File: config.mk
export PLATFORM = sky130hd
export DESIGN_NAME = pipe_hazard_ctrl
export DESIGN_NICKNAME = d
export VERILOG_FILES = /design/src/rtl/core_pkg.sv /design/src/rtl/load_use_detect.sv /design/src/rtl/pipe_hazard_ctrl.sv
export SDC_FILE = /design/constraint.sdc
export NUM_CORES = 1
export LEC_CHECK = 0
export ABC_AREA = 1
export CAP_MARGIN = 40
export CORE_UTILIZATION = 41
export CTS_CLUSTER_DIAMETER = 200
export DETAILED_ROUTE_END_ITERATION = 8
export PLACE_DENSITY = 0.85
export SYNTH_ARGS = -nofsm -noshare
export SYNTH_HDL_FRONTEND = slang
export SYNTH_SLANG_ARGS = --single-unit
File: constraint.sdc
create_clock -name clk -period 1.6 [get_ports clk]
set_input_delay 0.24 -clock clk [delete_from_list [all_inputs] [get_ports clk]]
set_output_delay 0.24 -clock clk [all_outputs]
set_load 0.01 [all_outputs]
File: src/rtl/core_pkg.sv
// Shared core definitions: register address width and the hazard-controller FSM states.
package core_pkg;

    localparam int REG_ADDR_W = 3;

    typedef enum logic [1:0] {
        ST_RUN   = 2'd0,
        ST_DRAIN = 2'd1,
        ST_ENTER = 2'd2
    } state_t;

endpackage

File: src/rtl/load_use_detect.sv
// Combinational load-use detector: the decode instruction reads a register the ALU-stage load writes.
module load_use_detect
    import core_pkg::*;
(
    input  logic                  ex_mem_read_i,
    input  logic [REG_ADDR_W-1:0] ex_rdst_i,
    input  logic [REG_ADDR_W-1:0] id_rsrc1_i,
    input  logic [REG_ADDR_W-1:0] id_rsrc2_i,
    input  logic                  id_use1_i,
    input  logic                  id_use2_i,
    output logic                  hazard_o
);

    logic hit1;
    logic hit2;

    // R0 is an ordinary register, so a full compare is needed for every address.
    assign hit1     = id_use1_i & (id_rsrc1_i == ex_rdst_i);
    assign hit2     = id_use2_i & (id_rsrc2_i == ex_rdst_i);
    assign hazard_o = ex_mem_read_i & (hit1 | hit2);

endmodule

File: src/rtl/pipe_hazard_ctrl.sv
// Pipeline sequencing controller: drives buffer enables/flushes for load-use, branch,
// two-cycle memory and interrupt-entry hazards.
module pipe_hazard_ctrl
    import core_pkg::*;
#(
    parameter int DRAIN_CYCLES = 3,
    parameter int CNT_W        = 2
) (
    input  logic                  clk,
    input  logic                  rst,
    input  logic [REG_ADDR_W-1:0] id_rsrc1,
    input  logic [REG_ADDR_W-1:0] id_rsrc2,
    input  logic                  id_use1,
    input  logic                  id_use2,
    input  logic                  ex_mem_read,
    input  logic [REG_ADDR_W-1:0] ex_rdst,
    input  logic                  ex_branch_taken,
    input  logic                  mem_two_cycle,
    input  logic                  int_req,
    output logic                  pc_enable,
    output logic                  fd_enable,
    output logic                  de_enable,
    output logic                  em_enable,
    output logic                  fd_flush,
    output logic                  de_flush,
    output logic                  int_ack,
    output logic                  busy,
    output state_t                dbg_state
);

    state_t           state_q, state_d;
    logic [CNT_W-1:0] cnt_q, cnt_d;
    logic             int_pend_q, int_pend_d;
    logic             mem_wait_q, mem_wait_d;
    logic             load_use;
    logic             freeze;

    load_use_detect u_lud (
        .ex_mem_read_i (ex_mem_read),
        .ex_rdst_i     (ex_rdst),
        .id_rsrc1_i    (id_rsrc1),
        .id_rsrc2_i    (id_rsrc2),
        .id_use1_i     (id_use1),
        .id_use2_i     (id_use2),
        .hazard_o      (load_use)
    );

    // The second bus cycle of a two-cycle op is the one with mem_wait_q set.
    assign freeze = mem_two_cycle & ~mem_wait_q;

    always_comb begin
        pc_enable  = 1'b1;
        fd_enable  = 1'b1;
        de_enable  = 1'b1;
        em_enable  = 1'b1;
        fd_flush   = 1'b0;
        de_flush   = 1'b0;
        int_ack    = 1'b0;
        state_d    = state_q;
        cnt_d      = cnt_q;
        int_pend_d = int_pend_q | int_req;
        mem_wait_d = 1'b0;

        if (!rst) begin
            if (freeze) begin
                pc_enable  = 1'b0;
                fd_enable  = 1'b0;
                de_enable  = 1'b0;
                em_enable  = 1'b0;
                mem_wait_d = 1'b1;
            end else if (ex_branch_taken) begin
                fd_flush = 1'b1;
                de_flush = 1'b1;
                if (state_q == ST_DRAIN) cnt_d = CNT_W'(DRAIN_CYCLES);
            end else if (load_use) begin
                pc_enable = 1'b0;
                fd_enable = 1'b0;
                de_flush  = 1'b1;
            end else begin
                unique case (state_q)
                    ST_RUN: begin
                        if (int_pend_q | int_req) begin
                            state_d = ST_DRAIN;
                            cnt_d   = CNT_W'(DRAIN_CYCLES);
                        end
                    end
                    ST_DRAIN: begin
                        pc_enable = 1'b0;
                        fd_flush  = 1'b1;
                        if (cnt_q != '0) cnt_d = cnt_q - CNT_W'(1);
                        if (cnt_q == CNT_W'(1)) state_d = ST_ENTER;
                    end
                    ST_ENTER: begin
                        int_ack    = 1'b1;
                        fd_flush   = 1'b1;
                        // A request arriving in the entry cycle itself must survive the clear.
                        int_pend_d = int_req;
                        state_d    = ST_RUN;
                    end
                    default: state_d = ST_RUN;
                endcase
            end
        end
    end

    assign busy      = (state_q != ST_RUN) & ~rst;
    assign dbg_state = state_q;

    always_ff @(posedge clk) begin
        if (rst) begin
            state_q    <= ST_RUN;
            cnt_q      <= '0;
            int_pend_q <= 1'b0;
            mem_wait_q <= 1'b0;
        end else begin
            state_q    <= state_d;
            cnt_q      <= cnt_d;
            int_pend_q <= int_pend_d;
            mem_wait_q <= mem_wait_d;
        end
    end

endmodule

# Word level (Yosys, flattened, before mapping)
# Cells that the tools add are included.
[word_totals]
reg_bits = 6
latchBits = 0
ram_bits = 0
romBits = 0
inputBits = 17
out_inout_bits = 10
elab_cells = 74
n_memories = 0
[classes]
add_sub_neg = 1
n_mul = 0
div_mod_pow = 0
magnitude_cmp = 0
eq_ne = 11
shifts = 0
n_mux = 39
bitwise = 12
n_reduce_logical = 7
[op_table]
columns = ["op", "n"]
rows = [
  ["2-to-1 mux 1 bit", 30],
  ["2-to-1 mux 2 bit", 7],
  ["case mux 2 bit (2 select lines)", 2],
  ["equality test 3 bit", 2],
  ["AND reduction 6 bit", 1],
  ["nonzero test 2 bit", 3],
  ["AND 1 bit", 5],
  ["NOT 1 bit", 5],
  ["AND reduction 5 bit", 1],
  ["equality test 2 x 1 -> 1 bit (second input constant)", 2],
  ["inequality test 2 x 1 -> 1 bit (second input constant)", 2],
  ["inequality test 2 bit (second input constant)", 2],
  ["inequality test 3 x 2 -> 1 bit (second input constant)", 1],
  ["inequality test 3 bit (second input constant)", 1],
  ["equality test 2 bit (second input constant)", 1],
  ["logical NOT 2 bit", 1],
  ["OR 1 bit", 2],
  ["OR reduction 2 bit", 1],
  ["subtractor 2 x 1 -> 2 bit (second input constant)", 1],
]

# Logic depth before layout (Yosys ltp)
[logic_depth]
word_depth = 8
mapped_depth = 11
depth_no_buf = 11

# Cells and area by module
# From an unflattened synthesis, not the netlist that was laid out.
[hier_totals]
hier_cells = 104
area_unflattened_um2 = 610.6
[modules_own_cells]
columns = ["module", "n_inst", "cells_each", "area_per_inst_um2", "seq_area_each_um2"]
rows = [
  ["pipe_hazard_ctrl", 1, 69, 474.2, 120.1],
  ["load_use_detect", 1, 35, 136.4, 0.0],
]

# Worst setup path before layout
# No wires, ideal clock.
[synth_timing]
kind = "register to register"
start = "register state_q[1] (netlist: dbg_state[1])"
end = "register state_q[0] (netlist: dbg_state[0])"
setup_time_ps = 114
t_arrival_ps = 1225
t_required_ps = 1486
setup_slack_ps = 261
path_stages_with_launch = 9
n_path_buf = 0
synth_period_minus_slack_ps = 1339
path_cell_list = "dfxtp_1 -> inv_1 -> ha_1 -> inv_1 -> o21ai_0 -> a21oi_1 -> nand3_2 -> nor2_1 -> nor2_2"
[synth_via]
elab_chain_len = 3
elab_cells_between_ends = 6
classes_between = "eq/ne (3); mux (1); reduce/logical (2)"
[synth_lines]
columns = ["item", "line_no", "text"]
rows = [
  ["start: declaration", "pipe_hazard_ctrl.sv:31", "state_t state_q, state_d;"],
  ["start signal: assignment", "pipe_hazard_ctrl.sv:116", "state_q <= state_d;"],
  ["equality test 2 x 1 -> 1 bit or logical NOT 2 bit (tied branches)", "pipe_hazard_ctrl.sv:80", "unique case (state_q)"],
  ["inequality test 2 x 1 -> 1 bit (no line) or inequality test 2 bit (tied branches)", "--", ""],
  ["AND reduction 5 bit (no line)", "--", ""],
]
# Parallel ways exist; a longest one is shown, timed or not.
# A chain may end at the register's enable or synchronous reset.

# Worst setup path in the final report
[layout_timing]
start = "input mem_two_cycle"
end = "output fd_flush"
[layout_via]
elab_chain_len = 3
[layout_lines]
columns = ["item", "line_no", "text"]
rows = [
  ["start: declaration", "pipe_hazard_ctrl.sv:18", "input logic mem_two_cycle,"],
  ["AND 1 bit", "pipe_hazard_ctrl.sv:49", "assign freeze = mem_two_cycle & ~mem_wait_q;"],
  ["2-to-1 mux 1 bit", "pipe_hazard_ctrl.sv:65", "if (freeze) begin"],
  ["2-to-1 mux 1 bit", "pipe_hazard_ctrl.sv:64", "if (!rst) begin"],
  ["end: declaration", "pipe_hazard_ctrl.sv:24", "output logic fd_flush,"],
]
# Every way passes these cells.

==> results.json <==
{
  "status": "complete, but fails checks",
  "violations": "negative setup slack",
  "multi_input_area_um2": 423,
  "io_pins": 27,
  "slowest_stage": "clkdlybuf4s50_1",
  "worst_hold_slack_ns": 0.548,
  "fp.dieW_um": 41.0,
  "crit_type": "in -> out",
  "drc": 0,
  "slew_viol_final": 0,
  "ys_seq_area_share_pct": 19.3,
  "routed_via_density": 4.57,
  "period_needed_ns": 1.61,
  "required_ns": 1.36,
  "cts_tree": "done",
  "finalSetupViolations": 1,
  "min_from": "mem_wait_q",
  "grt_pass1_wl_um": 2640,
  "end_kind": "output pin",
  "yosysWarnings": 0,
  "synth.avg_cell_area_um2": 5.82,
  "dr.pass1.iters": 5,
  "initial_utilization_pct": 46.2,
  "total_power_w": 0.000617,
  "combPwrFrac_pct": 47.7,
  "synth_top_cell_by_area": "dfxtp_1",
  "swShare_pct": 36.0,
  "core_area_um2": 1350,
  "cts-buffers-inserted": 3,
  "relSlewSlack_pct": 85.6,
  "fmax_mhz": 623,
  "cp_top_family": "buffers and inverters",
  "finalHoldViolations": 0,
  "grt_antenna_before_repair": 0,
  "wl_per_cell_um": 11.0,
  "grt_max_degree": 7,
  "grtUsageTotal_pct": 24.6,
  "reg2reg_to": "dbg_state[0]",
  "start_kind": "input port",
  "layout_commonest_cell": "nand2_1",
  "drv_cap": 0,
  "gp_congestion": 0.837,
  "syn_nets": 130,
  "cts.htree.levels": 1,
  "cpMostUsedCell": "inv_1",
  "final_cell_mix": "28 x nand2_1, 20 x buf_4, 19 x inv_1",
  "cts_root_buf": "clkbuf_4",
  "path_clk_slew_ns": 0.05,
  "final_net_count": 180,
  "fill_cells": 111,
  "critPathBufInv": 6,
  "clkPwrFrac_pct": 24.4,
  "hp-class": "reg -> reg",
  "tightest_slew_ns": 0.216,
  "num_rows": 13,
  "arrival_ns": 1.37,
  "peakVddDrop_uv": 493,
  "drive_gt1_share_pct": 34.2,
  "hold_end": "mem_wait_q",
  "die_height_um": 41.0,
  "vias": 777,
  "overflow": 0,
  "reg2reg_setup_slack_ns": 0.10,
  "grt_pass1_vias": 700,
  "p_sw_w": 0.000222,
  "clock_sinks": 6,
  "portBuffers": 26,
  "period_share_pct": 100,
  "r2r_start": "dbg_state[0]",
  "drt_wl_total_um": 1870,
  "fin_skew_ns": 0.00731,
  "ant_nets": 0,
  "area_growth_pct": 67.7,
  "insertedDiodeCount": 0,
  "p_int_w": 0.000394,
  "cts_hold_buf": 0,
  "insertion_delay_ns": 0.26,
  "syn_area_um2": 623,
  "pre_cts_ws_ns": -0.583,
  "whs_path_depth": 3,
  "setup_slack_ns": -0.00619,
  "synth_top_area_share_pct": 19.3,
  "regArea_um2": 121,
  "path_cells": "clkdlybuf4s50_1 > inv_1 > nor2_2 > inv_2 > buf_4 > o2111ai_1 > inv_1 > buf_2",
  "netlist_instances": 107,
  "synthTopCellsByArea": "dfxtp_1 19%, nand2_1 17%, inv_1 13%, ha_1 12%, nor2_1 11%",
  "hpwl_um": 1490,
  "die_area_um2": 1680,
  "ys_ff_latch": 6,
  "postPlaceCellArea_um2": 1020,
  "drt_iter0_drc": 28,
  "power.leakage_nw": 0.599,
  "fin_area_um2": 1040,
  "p_per_area_nw_per_um2": 590,
  "cpPeakStageDelay_ns": 0.45,
  "rsz0062_at_grt": "yes",
  "seq_power_share_pct": 27.9,
  "crit_fanout": 5,
  "r2r_cells": 10,
  "clockBufferDepth": 2,
  "synth.distinct_cells": 19
}
## cell usage after synthesis, drive strengths merged
| master | number |
|---|---|
| o2111ai | 1 |
| nor2 | 20 |
| dfxtp | 6 |
| o21ai | 2 |
| nand4 | 2 |
| o22ai | 1 |
| a21oi | 3 |
| o21a | 1 |
| inv | 24 |
| buf | 1 |
| nand2 | 34 |
| or2 | 2 |
| nand3 | 4 |
| ha | 6 |
## per-layer routing
| metal | share of wire (%) | track usage [%] | vias to the layer above |
|---|---|---|---|
| li1 | - | - | 416 |
| met1 | 40 | 23.5 | 334 |
| met2 | 54 | 49.2 | 20 |
| met3 | 4.8 | 6.52 | 7 |
| met4 | 1.8 | 7.50 | 0 |
| met5 | 0 | 0 | - |
## per-stage QoR
stage	utilization [%]	instances	setup TNS, ns
after floorplan	-	107	0
after global placement	75.7	164	-3.39
after detailed placement	75.7	164	-4.16
after CTS	76.4	169	0
after global routing	77.4	170	-0.307
final	77.4	170	-0.00619
## power by group through the flow
stage                     logic [W]  clock network (W)  registers [W]
after CTS                  0.000290           0.000155       0.000171
final                      0.000294           0.000151       0.000172
after global placement     0.000288                  0       0.000173
after floorplan            0.000140                  0       0.000177
after detailed placement   0.000302                  0       0.000174
after global routing       0.000329           0.000160       0.000175
## worst max path at each step
stage,from,cells past startpoint,end
floorplan,dbg_state[1],8,dbg_state[0]
global placement,ex_rdst[1],12,pc_enable
detailed placement,ex_rdst[2],12,pc_enable
CTS,ex_rdst[1],12,pc_enable
global route,id_rsrc1[1],12,pc_enable
finish,mem_two_cycle,8,fd_flush
## cell families after synthesis
logic type / after synthesis / share of synthesized area, %
AO/OA/AOI/OAI: 8 / 7.63
adder cells (fa/ha/maj): 6 / 12.0
buffers and inverters: 25 / 15.7
flip-flops: 6 / 19.3
AND/OR/NAND/NOR: 62 / 45.4
## state kept, by name, indices dropped and copies added (netlist names)
name / count
cnt_q: 2
dbg_state: 2
mem_wait_q: 1
int_pend_q: 1
## area by class of cell
| cell class | instances | area share, % |
|---|---|---|
| multi-input cells | 76 | 40.5 |
| repair buffers | 46 | 35.3 |
| flip-flops and latches | 6 | 11.6 |
| inverters | 24 | 8.62 |
| clock buffers | 3 | 2.16 |
| well taps | 15 | 1.80 |
## repair_timing
item / 4_1_cts / 5_1_grt
setup endpoints to repair: 8 / 11
resized for setup: 40 / 13
setup buffers: 2 / 1
pin swaps: 12 / 9
## worst register-to-register path, cell delays in order (launching register included)
cell	delay, ns
dfxtp_1	0.30
buf_4	0.14
ha_2	0.18
buf_4	0.14
inv_1	0.04
o21ai_0	0.08
a21oi_1	0.19
nand3_2	0.15
nand2_1	0.11
nand2_2	0.06
nor2_2	0.07
(Power assumes the default switching activity.)
